## config.mk

```make
export PLATFORM = sky130hd
export DESIGN_NAME = adder_tree_accumulator_flat
export DESIGN_NICKNAME = d
export VERILOG_FILES = /design/src/rtl/adder_tree_accumulator_if.sv /design/src/rtl/adder_tree_accumulator.sv /design/src/flat_wrapper.sv
export SDC_FILE = /design/constraint.sdc
export NUM_CORES = 1
export LEC_CHECK = 0
export ABC_AREA = 1
export CAP_MARGIN = 20
export CORE_ASPECT_RATIO = 1.75
export CORE_UTILIZATION = 45
export CTS_BUF_LIST = sky130_fd_sc_hd__clkbuf_16
export DETAILED_ROUTE_END_ITERATION = 16
export GPL_TIMING_DRIVEN = 0
export PLACE_DENSITY = 0.69
export SLEW_MARGIN = 20
export SYNTH_ARGS = -nofsm -noshare
export SYNTH_HDL_FRONTEND = slang
export SYNTH_SLANG_ARGS = --single-unit
```

## constraint.sdc

```tcl
create_clock -name clk -period 5.9 [get_ports clk]
set_clock_uncertainty 0.2 [all_clocks]
set_input_delay 1.18 -clock clk [delete_from_list [all_inputs] [get_ports clk]]
set_output_delay 1.18 -clock clk [all_outputs]
set_load 0.005 [all_outputs]
```

## src/rtl/adder_tree_accumulator_if.sv

```systemverilog
// adder_tree_accumulator_if: root-sum input beats and valid/ready result output
interface adder_tree_accumulator_if #(
  parameter int IN_WIDTH = 38,
  parameter int OUT_WIDTH = 32
);
  logic signed [IN_WIDTH-1:0] sum_in;
  logic sum_valid_in;
  logic sum_first_in;
  logic sum_last_in;
  logic signed [OUT_WIDTH-1:0] out;
  logic out_valid;
  logic out_ready;
  modport master (
    output sum_in, sum_valid_in, sum_first_in, sum_last_in, out_ready,
    input out, out_valid
  );
  modport slave (
    input sum_in, sum_valid_in, sum_first_in, sum_last_in, out_ready,
    output out, out_valid
  );
endinterface

```

## src/rtl/adder_tree_accumulator.sv

```systemverilog
// adder_tree_accumulator: accumulates first/last delimited root sums, emits shifted result on valid/ready
// ACCUM_OUT_SATURATE_EN clamps the shifted result to OUT_WIDTH instead of wrapping
module adder_tree_accumulator #(
  parameter int IN_WIDTH = 38,
  parameter int ACC_WIDTH = 48,
  parameter int OUT_WIDTH = 32,
  parameter int OUT_SHIFT = 0,
  parameter int CNT_WIDTH = 16
) (
  input logic clk,
  input logic rst_in,
  adder_tree_accumulator_if.slave bus,
  output logic [CNT_WIDTH-1:0] beat_count_out,
  output logic busy_out,
  output logic overrun_err_out,
  output logic protocol_err_out
);
  typedef enum logic {IDLE, ACCUM} state_t;
  state_t state;
  logic signed [ACC_WIDTH-1:0] acc, sum_ext, fin, shifted;
  logic signed [OUT_WIDTH-1:0] result;
  logic emit;
  assign sum_ext = ACC_WIDTH'(bus.sum_in);
  // a first beat always restarts the group, even when one is already open
  assign fin = bus.sum_first_in ? sum_ext : acc + sum_ext;
  assign emit = bus.sum_valid_in && bus.sum_last_in && (bus.sum_first_in || state == ACCUM);
  assign shifted = fin >>> OUT_SHIFT;
`ifdef ACCUM_OUT_SATURATE_EN
  localparam logic signed [ACC_WIDTH-1:0] max_v = {{(ACC_WIDTH-OUT_WIDTH+1){1'b0}}, {(OUT_WIDTH-1){1'b1}}};
  assign result = shifted > max_v ? OUT_WIDTH'(max_v) : shifted < ~max_v ? OUT_WIDTH'(~max_v) : OUT_WIDTH'(shifted);
`else
  assign result = OUT_WIDTH'(shifted);
`endif
  assign busy_out = bus.out_valid && !bus.out_ready;
  always_ff @(posedge clk)
    if (rst_in) begin
      state <= IDLE;
      acc <= '0;
      bus.out <= '0;
      bus.out_valid <= 1'b0;
      beat_count_out <= '0;
      overrun_err_out <= 1'b0;
      protocol_err_out <= 1'b0;
    end else begin
      if (bus.sum_valid_in) begin
        if (bus.sum_first_in) begin
          protocol_err_out <= protocol_err_out || state == ACCUM;
          beat_count_out <= CNT_WIDTH'(1);
          state <= bus.sum_last_in ? IDLE : ACCUM;
        end else if (state == ACCUM) begin
          beat_count_out <= beat_count_out + CNT_WIDTH'(beat_count_out != '1);
          state <= bus.sum_last_in ? IDLE : ACCUM;
        end else
          protocol_err_out <= 1'b1;
        acc <= fin;
      end
      if (emit && (!bus.out_valid || bus.out_ready)) begin
        bus.out <= result;
        bus.out_valid <= 1'b1;
      end else if (emit)
        overrun_err_out <= 1'b1;
      else if (bus.out_ready)
        bus.out_valid <= 1'b0;
    end
endmodule

```

## src/flat_wrapper.sv

```systemverilog
// flat-port wrapper written by rule: the top's interface ports become plain ports
module adder_tree_accumulator_flat 
#(
  parameter int IN_WIDTH = 38,
  parameter int ACC_WIDTH = 48,
  parameter int OUT_WIDTH = 32,
  parameter int OUT_SHIFT = 0,
  parameter int CNT_WIDTH = 16
)
  (clk, rst_in, beat_count_out, busy_out, overrun_err_out, protocol_err_out, bus_sum_in, bus_sum_valid_in, bus_sum_first_in, bus_sum_last_in, bus_out_ready, bus_out, bus_out_valid);
  adder_tree_accumulator_if #(.IN_WIDTH(IN_WIDTH), .OUT_WIDTH(OUT_WIDTH)) bus_i ();
  input logic clk;
  input logic rst_in;
  output logic [CNT_WIDTH-1:0] beat_count_out;
  output logic busy_out;
  output logic overrun_err_out;
  output logic protocol_err_out;
  input wire logic [$bits(bus_i.sum_in)-1:0] bus_sum_in;
  input wire logic [$bits(bus_i.sum_valid_in)-1:0] bus_sum_valid_in;
  input wire logic [$bits(bus_i.sum_first_in)-1:0] bus_sum_first_in;
  input wire logic [$bits(bus_i.sum_last_in)-1:0] bus_sum_last_in;
  input wire logic [$bits(bus_i.out_ready)-1:0] bus_out_ready;
  output wire logic [$bits(bus_i.out)-1:0] bus_out;
  output wire logic [$bits(bus_i.out_valid)-1:0] bus_out_valid;
  assign bus_i.sum_in = bus_sum_in;
  assign bus_i.sum_valid_in = bus_sum_valid_in;
  assign bus_i.sum_first_in = bus_sum_first_in;
  assign bus_i.sum_last_in = bus_sum_last_in;
  assign bus_i.out_ready = bus_out_ready;
  assign bus_out = bus_i.out;
  assign bus_out_valid = bus_i.out_valid;
  adder_tree_accumulator #(.IN_WIDTH(IN_WIDTH), .ACC_WIDTH(ACC_WIDTH), .OUT_WIDTH(OUT_WIDTH), .OUT_SHIFT(OUT_SHIFT), .CNT_WIDTH(CNT_WIDTH)) u_core (.clk(clk), .rst_in(rst_in), .bus(bus_i), .beat_count_out(beat_count_out), .busy_out(busy_out), .overrun_err_out(overrun_err_out), .protocol_err_out(protocol_err_out));
endmodule
```

# After elaboration in Yosys (flattened, before gate mapping)
# Cells that the tools add are included.
# W data, S select, Z words.
# totals
output_inout_bits	52
ff_bits	100
# classes
n_eq_ne	3
n_reduce_logical	15
n_mux	11
bitwise	1
add_sub_neg	2
# op_table
operator	n
$add A48 B38 Y48	1
$mux W48	1
$mux W16	2
$add A16 B1 Y16	1
$ne A16 B16 Y1 const B	1
$mux W1	8
$reduce_and A2 Y1	4
$logic_and A1 B1 Y1	4
$ne A2 B2 Y1 const B	2
$reduce_bool A2 Y1	2
$logic_or A1 B1 Y1	3
$logic_not A1 Y1	2
$not A1 Y1	1

# Longest topological paths before layout
# logic_depth
word_depth	5
depth_mapped	18
mapped_depth_nobuf	18

# Worst setup path before layout
# No wires, ideal clock.
# synth_path
kind	input port to flip-flop
from	in bus_sum_in[0]
to	reg u_core.acc[8]
cell_stages	11
t_required_ps	5585
setup_time_ps	115
arrival_time_ps	2760
slack_ps	2825
cell_sequence	ha_1 -> fa_1 -> nand3_1 -> nand3_1 -> nand2_1 -> nand3_1 -> or2_2 -> nand3_1 -> nand2_1 -> o21ai_0 -> inv_1
# synth_via
elab_chain_len	2
# synth_lines
element	line	rtl
start, declared	flat_wrapper.sv:18	input wire logic [$bits(bus_i.sum_in)-1:0] bus_sum_in;
$add A48 B38 Y48	adder_tree_accumulator.sv:25	assign fin = bus.sum_first_in ? sum_ext : acc + sum_ext;
$mux W48	adder_tree_accumulator.sv:25	
end signal, assigned	adder_tree_accumulator.sv:55	acc <= fin;
end, declared	adder_tree_accumulator.sv:20	logic signed [ACC_WIDTH-1:0] acc, sum_ext, fin, shifted;
# No other way between the ends.
# A chain may end at the register's enable or synchronous reset.

# Final worst setup path
# layout_path
from	in bus_out_ready
to	out busy_out
# layout_via
elab_chain_len	2
# layout_lines
element	line	rtl
start, declared	flat_wrapper.sv:22	input wire logic [$bits(bus_i.out_ready)-1:0] bus_out_ready;
$logic_not A1 Y1	adder_tree_accumulator.sv:34	assign busy_out = bus.out_valid && !bus.out_ready;
$logic_and A1 B1 Y1	adder_tree_accumulator.sv:34	
end, declared	flat_wrapper.sv:15	output logic busy_out;
# No other way between the ends.

==> run metrics <==
status finished, final reports clean; Max-slew headroom 52.2%; initial antenna violation count 0; Mean Syn Cell Area 5.71 um^2; pwr/cell area 225 nW/um^2; DP Wirelength 15700 um; Gate Count Post-Synth 1080; Die Ht 157 um; total CTS buffers 9; Mapped Nets 1158; GR Overflow Total 0; max-cap violations 0; IO Count 96; Hold Path Class flip-flop to flip-flop; Setup TNS Final 0 ns; grt met1 use 26.7%; GPL Wtd Cong 0.991; RSZ-0062 raised after global routing no; fin crit period 3.69 ns; Fin Hold WS between 0.2 and 0.3 ns; core area between 10000 and 15000 um^2; share of post-route cells with drive strength above 1 approximately 3.2%; DIE AREA ~14000 um^2; reg2reg setup slack around 3.3 ns; Syn Std Cell Area about 6000 um^2; Fillers 1425; synth-to-layout area growth 22.6%; Post-CTS Resized 0; Remaining DRCs 0; startpoint types input port; clk root buf clkbuf_16; Die Width approximately 90 um; Initial Utilization 46.1%; Reg clk slew, reported paths 0.06 ns; max-slew violations 0; most common cell after layout, fill and taps aside nand2_1; post-synth top area share 27.3%; M3 GR Usage 3.64%; clock latency on the worst-skew pair 0.35 ns; Crit. End Element output pin; first-pass GRT wire length 30800 um; initial DRC count approximately 280; Area after DPL roughly 7300 um^2; Final ANT Viol Nets 0; WP data arrival 2.31 ns; WL final 19400 um; Post-CTS Setup Inserts 0; pin count of the biggest net entering global routing 17; Leak Pwr 4.10 nW; Clock Path Buffers 2; Max FO, Critical Path 3; Final #Nets between 1000 and 1500; top post-synthesis cells by area dfxtp_1 27%, nand2_1 20%, inv_1 12%; Worst Max-Slew Pin Slew 0.717 ns; Critical Path RT 4.52 ns; Post-CTS Hold Fix Bufs 0; Yosys warning count 0; total track usage 28.3%; commonest non-fill, non-tap cells in the layout 334 x nand2_1, 195 x inv_1, 176 x nor2_1; vias in the first global route 6330; gr busiest metal met2; vias per inst between 4 and 5; sequential area share after synthesis a little over a quarter; Finish-stage setup viols 0; multi-input combinational cell area ~3600 um^2; drt first pass iters 5; critical path type input port to output pin; I/O Buffers 87; Period Utilization, post-route between 60% and 70%; drt wl/cell between 10 and 15 um; clk sinks 84; antenna cells 0; final instance area between 7000 and 8000 um^2; post-synthesis register bit count 84; vias ~6700; H-tree levels 3; Yosys top cell by area dfxtp_1; Storage cell area 1680 um^2; CTS tree built; worst vdd ir about 0.14 mV; final hold violation count 0; fmax 0.271 GHz; Unique masters post-synth 35; met2 usage 55.5%; FP Rows 56
## path summary, 6_finish.rpt
check	startpoint	cells after the start	to
setup reg to reg	u_core.acc[0]	12	u_core.acc[28]
hold / removal	u_core.bus.out[2]	2	u_core.bus.out[2]
hold reg to reg	u_core.bus.out[2]	2	u_core.bus.out[2]
setup / recovery	bus_out_ready	3	busy_out
## synth_stat cells, drive strengths merged
cell / number
nand2: 337
inv: 197
nor2: 182
nand3: 101
dfxtp: 84
a21oi: 41
ha: 33
o21ai: 33
clkbuf: 19
buf: 9
o211ai: 8
xor2: 7
nand4: 5
nor3: 5
or2: 4
o21bai: 3
xnor2: 3
nand3b: 2
o21a: 2
a21o: 1
and2: 1
clkinv: 1
fa: 1
nor4: 1
## logic make-up after synthesis
logic type	Yosys count	synth area share, %
and+or+nand+nor	638	42.6
buffers and inverters	226	13.9
AOI/OAI and AO/OA	88	7.71
DFF	84	27.3
adders and majority gates	34	7.02
xor gates and xnor gates	10	1.42
## report_power, final
part,leakage [nW],internal [mW],switching [mW]
Sequential,0.690,0.601,0.0194
Combinational,3.26,0.182,0.298
Clock,0.149,0.335,0.266
Total,4.10,1.12,0.584
## critical path, cell delays in order
cell,delay [ns]
clkdlybuf4s50_1,0.40
nor2_1,0.20
clkdlybuf4s50_1,0.53
## through the flow
step	utilization, %	power (mW)	worst slack (ns)	cells
after global routing	56.5	1.79	2.15	1357
after global placement	54.2	1.10	1.98	1341
after detailed placement	54.2	1.11	1.97	1341
after CTS	56.5	1.71	2.21	1357
after floorplan	-	0.946	2.82	1080
final	56.5	1.70	2.21	1357
## final cells by class
class,instances,area share (%)
buffer,28,1.51
clock buffer,9,2.98
clock inverter,7,1.06
inverter,198,9.87
multi-input combinational,770,47.9
sequential,84,22.3
tap,174,2.88
timing repair buffer,87,11.5
## metal layers
metal | vias up | routed length, um
met5 | - | 0
met4 | 0 | 1290
met3 | 56 | 611
met2 | 168 | 10400
met1 | 2959 | 7160
li1 | 3501 | -
## registers in the layout (all words and copies together) (netlist names)
signal / cells
u_core.protocol_err_out: 1
u_core.state: 1
u_core.beat_count_out: 16
u_core.bus.out: 32
u_core.bus.out_valid: 1
u_core.overrun_err_out: 1
u_core.acc: 32
Note: power is estimated with default switching activity, not from simulation.
